**config.mk**
```make
export PLATFORM = sky130hd
export DESIGN_NAME = sync_lut_ram_flat
export DESIGN_NICKNAME = d
export VERILOG_FILES = /design/src/rtl/sync_lut_ram_pkg.sv /design/src/rtl/sync_lut_ram_if.sv /design/src/rtl/sync_lut_init_seq.sv /design/src/rtl/sync_lut_ram.sv /design/src/flat_wrapper.sv
export SDC_FILE = /design/constraint.sdc
export NUM_CORES = 1
export LEC_CHECK = 0
export CORE_AREA = 3 3 145 147
export DETAILED_ROUTE_END_ITERATION = 8
export DIE_AREA = 0 0 148 150
export HOLD_SLACK_MARGIN = 0.15
export PLACE_DENSITY = 0.57
export SKIP_CTS_REPAIR_TIMING = 1
export SLEW_MARGIN = 20
export SYNTH_ARGS = -nofsm -noshare
export SYNTH_HDL_FRONTEND = slang
export SYNTH_HIERARCHICAL = 1
export SYNTH_SLANG_ARGS = --single-unit
```
**constraint.sdc**
```tcl
create_clock -name clk -period 1.9 [get_ports clk]
set_input_delay 0.38 -clock clk [delete_from_list [all_inputs] [get_ports clk]]
set_output_delay 0.38 -clock clk [all_outputs]
set_load 0.005 [all_outputs]
```
**src/rtl/sync_lut_ram_pkg.sv**
```systemverilog
// sync_lut_pkg: shared state encoding and address-width helper for the lookup RAM
package sync_lut_pkg;
  typedef enum logic {ST_INIT = 1'b0, ST_READY = 1'b1} state_t;
  function automatic int clogb2(input int n);
    int r;
    r = 0;
    while ((1 << r) < n) r++;
    return (r < 1) ? 1 : r;
  endfunction
endpackage

```
**src/rtl/sync_lut_ram_if.sv**
```systemverilog
// sync_lut_ram_if: access bus of the lookup RAM (init request, write port, read port, status)
interface sync_lut_ram_if #(parameter int WD = 8, parameter int AW = 4);
  logic init;
  logic wr_en;
  logic [AW-1:0] wr_addr;
  logic [WD-1:0] wr_data;
  logic rd_en;
  logic [AW-1:0] rd_addr;
  logic [WD-1:0] rd_data;
  logic rd_valid;
  logic ready;
  logic addr_err;
  modport master (output init, wr_en, wr_addr, wr_data, rd_en, rd_addr,
                  input rd_data, rd_valid, ready, addr_err);
  modport slave (input init, wr_en, wr_addr, wr_data, rd_en, rd_addr,
                 output rd_data, rd_valid, ready, addr_err);
endinterface

```
**src/rtl/sync_lut_init_seq.sv**
```systemverilog
// sync_lut_init_seq: INIT/READY walk that loads INIT_BASE+index into every location
module sync_lut_init_seq
  import sync_lut_pkg::*;
#(
  parameter int WD = 8,
  parameter int DP = 16,
  parameter int AW = 4,
  parameter logic [31:0] INIT_BASE = 32'hA0
) (
  input  logic clk,
  input  logic rst,
  input  logic init,
  output logic init_we,
  output logic [AW-1:0] init_addr,
  output logic [WD-1:0] init_data,
  output logic ready
);
  state_t state;
  logic [AW-1:0] cnt;
  logic last;
  assign last = cnt == AW'(DP - 1);
  // walk one location per edge in INIT; a re-init request is honoured only from READY
  always_ff @(posedge clk or posedge rst)
    if (rst) begin
      state <= ST_INIT;
      cnt <= '0;
    end else if (state == ST_INIT) begin
      cnt <= last ? '0 : cnt + 1'b1;
      state <= last ? ST_READY : ST_INIT;
    end else if (init) begin
      state <= ST_INIT;
      cnt <= '0;
    end
  assign init_we = state == ST_INIT;
  assign ready = state == ST_READY;
  assign init_addr = cnt;
  assign init_data = WD'(INIT_BASE + 32'(cnt));
endmodule

```
**src/rtl/sync_lut_ram.sv**
```systemverilog
// sync_lut_ram: self-initialising lookup RAM with read-first registered read port.
// Define SYNC_LUT_TRISTATE_OUT_EN to float rd_data whenever rd_valid is low.
module sync_lut_ram
  import sync_lut_pkg::*;
#(
  parameter int WD = 8,
  parameter int DP = 16,
  parameter logic [31:0] INIT_BASE = 32'hA0
) (
  input logic clk,
  input logic rst,
  sync_lut_ram_if.slave bus
);
  localparam int ADDR_WD = clogb2(DP);
  logic init_we, ready, valid, err;
  logic [ADDR_WD-1:0] init_addr;
  logic [WD-1:0] init_data, rd_q;
  logic [WD-1:0] mem [DP];
  logic rd_ok, wr_ok, rd_oob, wr_oob;
  sync_lut_init_seq #(.WD(WD), .DP(DP), .AW(ADDR_WD), .INIT_BASE(INIT_BASE)) u_seq (
    .clk(clk), .rst(rst), .init(bus.init), .init_we(init_we),
    .init_addr(init_addr), .init_data(init_data), .ready(ready)
  );
  assign rd_ok = ready & bus.rd_en;
  assign wr_ok = ready & bus.wr_en;
  assign rd_oob = int'(bus.rd_addr) >= DP;
  assign wr_oob = int'(bus.wr_addr) >= DP;
  // array is not reset; the walk owns it in INIT, user writes land only in READY
  always_ff @(posedge clk)
    if (init_we) mem[init_addr] <= init_data;
    else if (wr_ok && !wr_oob) mem[bus.wr_addr] <= bus.wr_data;
  // registered read: old contents are sampled on a same-address write edge
  always_ff @(posedge clk or posedge rst)
    if (rst) begin
      rd_q <= '0;
      valid <= 1'b0;
      err <= 1'b0;
    end else begin
      valid <= rd_ok;
      err <= (rd_ok & rd_oob) | (wr_ok & wr_oob);
      if (rd_ok) rd_q <= rd_oob ? '0 : mem[bus.rd_addr];
    end
`ifdef SYNC_LUT_TRISTATE_OUT_EN
  assign bus.rd_data = valid ? rd_q : 'z;
`else
  assign bus.rd_data = rd_q;
`endif
  assign bus.rd_valid = valid;
  assign bus.ready = ready;
  assign bus.addr_err = err;
endmodule

```
**src/flat_wrapper.sv**
```systemverilog
// flat-port wrapper written by rule: the top's interface ports become plain ports
module sync_lut_ram_flat import sync_lut_pkg::*;
#(
  parameter int WD = 8,
  parameter int DP = 16,
  parameter logic [31:0] INIT_BASE = 32'hA0
)
  (clk, rst, bus_init, bus_wr_en, bus_wr_addr, bus_wr_data, bus_rd_en, bus_rd_addr, bus_rd_data, bus_rd_valid, bus_ready, bus_addr_err);
  sync_lut_ram_if #(.WD(WD), .AW(clogb2(16))) bus_i ();
  input logic clk;
  input logic rst;
  input wire logic [$bits(bus_i.init)-1:0] bus_init;
  input wire logic [$bits(bus_i.wr_en)-1:0] bus_wr_en;
  input wire logic [$bits(bus_i.wr_addr)-1:0] bus_wr_addr;
  input wire logic [$bits(bus_i.wr_data)-1:0] bus_wr_data;
  input wire logic [$bits(bus_i.rd_en)-1:0] bus_rd_en;
  input wire logic [$bits(bus_i.rd_addr)-1:0] bus_rd_addr;
  output wire logic [$bits(bus_i.rd_data)-1:0] bus_rd_data;
  output wire logic [$bits(bus_i.rd_valid)-1:0] bus_rd_valid;
  output wire logic [$bits(bus_i.ready)-1:0] bus_ready;
  output wire logic [$bits(bus_i.addr_err)-1:0] bus_addr_err;
  assign bus_i.init = bus_init;
  assign bus_i.wr_en = bus_wr_en;
  assign bus_i.wr_addr = bus_wr_addr;
  assign bus_i.wr_data = bus_wr_data;
  assign bus_i.rd_en = bus_rd_en;
  assign bus_i.rd_addr = bus_rd_addr;
  assign bus_rd_data = bus_i.rd_data;
  assign bus_rd_valid = bus_i.rd_valid;
  assign bus_ready = bus_i.ready;
  assign bus_addr_err = bus_i.addr_err;
  sync_lut_ram #(.WD(WD), .DP(DP), .INIT_BASE(INIT_BASE)) u_core (.clk(clk), .rst(rst), .bus(bus_i));
endmodule
```
==> metrics.txt <==
status completed; hold violation total from the final report 0; M1 WL roughly 5.8 mm; routed len/inst 17.6 um; Worst-path clk slew about 50 ps; die width 148 um; PortBufs 30; Startpoint Class flip-flop; clock latency on the worst-skew pair just over 400 ps; Slowest cell on crit path nor2_1; DR vias/cell 4.57; max-cap violations 0; TritonRoute pass-1 iters 6; most frequent cells in the layout 128 x edfxtp_1, 64 x mux2i_1, 33 x nand2_1; Global Route Usage Sum about an eighth; routed wire length on met2 ~6.0 mm; worst hold slack 337 ps; Worst Slack Setup Final 15.4 ps; clock buffer count from CTS 17; Total Nets Final 470; maximum fanout along the worst path 11; Finished Layout Cells 731; total die area 22,200 sq um; Post-synth EDFFs 128; critical path class flip-flop to flip-flop; row cnt 52; die height around 150 um; crit share post-route roughly 99%; first-pass GRT wire length slightly below 20 mm; antenna violations before repair 0; syn_area_per_cell around 15 sq um; initial DRC count 238; diode count 0; Leak Pwr 2.62 nW; WP data required roughly 1900 ps; arrival time worst endpoint just under 2000 ps; Slew HR 57.5%; CTS max path bufs 2; Via Count 3,344; most common cell after layout, fill and taps aside edfxtp_1; Post-Place Setup Slack -416 ps; Cell variety after synth 34; main area contributors after synthesis edfxtp_1 65%, mux2i_1 11%, dfrtp_1 5.9%; Reg2Reg Setup Slack about 15 ps; IO Pins 32; Syn Std Cell Area between 5000 and 6000 sq um; number of global-route vias before repair approximately 3.4k; min Tclk post-route between 1500 and 2000 ps; placed instance count ~700; post-synthesis sequential area ratio between 70 and 80%; min-delay worst type input pin to async pin; FILL cells just under 2k; cell taking the most area after synthesis edfxtp_1; area delta synth->final 22.4%; ys async rst share around a tenth; wire length on met3 814 um; Top Layer Used met4; placeable core area 20,000 sq um; critical path endpoint category flip-flop; Starting Density 29.4%; CTS tree done; Root Buffer Master clkbuf_16; Clock Skew approximately 6.8 ps; Routed Antenna Nets 0; Max Clock Freq 0.531 GHz; Mapped Cells around 390; GRT overflow 0; cell area power density 1300 nW/um^2; Synthesis Warnings 6; Max VDD drop 0.641 mV; largest net degree at the start of global routing 35; Setup violations, final 0; CP max stage delay around 550 ps; routability cong. between 0.8 and 0.9; Synth top area share between 60% and 70%; Max Slew Vio Count 0; ys flop type edfxtp_1; layout cell share with drive strength beyond 1 between 10% and 20%; CTS H-Tree Depth 4; Power, Total slightly above 9 mW; most used cell, CP buf_4; Slew @ Worst Pin around 640 ps; Routed WL 12.9 mm; flops & latches, synth about 140; RSZ-0062 raised after global routing yes; # DRC 0; clk sinks around 140; Critical Path, Cell by Cell buf_4 > nand3b_4 > buf_4 > a31oi_1 > nor2_1; Final HPWL DP slightly below 9 mm
## worst paths after layout
check / from / end / depth (start not counted)
max in group asynchronous: rst / u_core/bus.rd_valid / 2
min reg2reg: u_core/bus.rd_data[1] / u_core/bus.rd_data[1] / 2
max: u_core/u_seq/ready / u_core/mem[7][5] / 5
min: rst / u_core/u_seq/init_addr[2] / 2
min in group clk: u_core/bus.rd_data[1] / u_core/bus.rd_data[1] / 2
max reg2reg: u_core/u_seq/ready / u_core/mem[7][5] / 5
## state kept, by name, summed over array words and instances (netlist names)
| name | flops |
|---|---|
| u_core/u_seq/ready | 1 |
| u_core/mem | 128 |
| u_core/bus.rd_valid | 1 |
| u_core/bus.rd_data | 8 |
| u_core/u_seq/init_addr | 4 |
## cell usage after synthesis, drive strengths merged (2+ instances only)
cell / count
edfxtp: 128
mux2i: 64
nand2: 33
nor2: 24
buf: 23
nand3: 21
a22oi: 18
dfrtp: 14
a21oi: 12
inv: 8
mux2: 8
nand4: 7
a31oi: 4
conb: 3
nor3b: 3
a32oi: 2
nand3b: 2
nor2b: 2
o21ai: 2
## routing by layer
metal | GRT usage, % | vias up
met1 | 16.2 | 1654
li1 | - | 1583
met5 | 0 | -
met2 | 18.4 | 96
met3 | 4.72 | 11
met4 | 4.11 | 0
## area by class of cell
| type | count | area, sq um | area share [%] |
|---|---|---|---|
| clock inverter | 10 | 72.6 | 1.01 |
| sequential | 142 | 4190 | 58.1 |
| inverter | 8 | 30.0 | 0.416 |
| timing repair buffer | 65 | 611 | 8.46 |
| tap | 270 | 338 | 4.68 |
| multi-input combinational | 214 | 1530 | 21.1 |
| clock buffer | 22 | 444 | 6.16 |
## critical path, delay by kind of cell (launching register included)
family / cells / cell delay, ps
simple gates: 2 / 680
flops: 1 / 390
buf+inv: 2 / 290
compound gates: 1 / 150
## stage by stage
stage / area [sq um] / TNS (ps) / util, %
2_1_floorplan: 5920 / -5240 / -
3_3_place_gp: 6670 / -43840 / 33.3
3_5_place_dp: 6670 / -53910 / 33.3
4_1_cts: 7190 / -789 / 35.9
5_1_grt: 7210 / -1490 / 36.0
6_report: 7210 / 0 / 36.0
## report_power, final
part           switching (mW)  internal (mW)
clock network            1.14           1.77
registers               0.218           4.29
logic                    1.18          0.748
total                    2.54           6.80
## kinds of logic (layout without fill, tap and decap cells)
logic type | Yosys count | count (layout) | share of synthesized area, %
buffers and inverters | 32 | 105 | 3.80
flip-flops | 142 | 142 | 71.2
multiplexers | 72 | 72 | 12.4
other | 3 | 5 | 0.191
AND/OR/NAND/NOR | 95 | 95 | 7.56
AO/OA/AOI/OAI | 41 | 41 | 4.65
adder cells (fa/ha/maj) | 1 | 1 | 0.212
No activity file was read; power rests on OpenSTA's default activity.
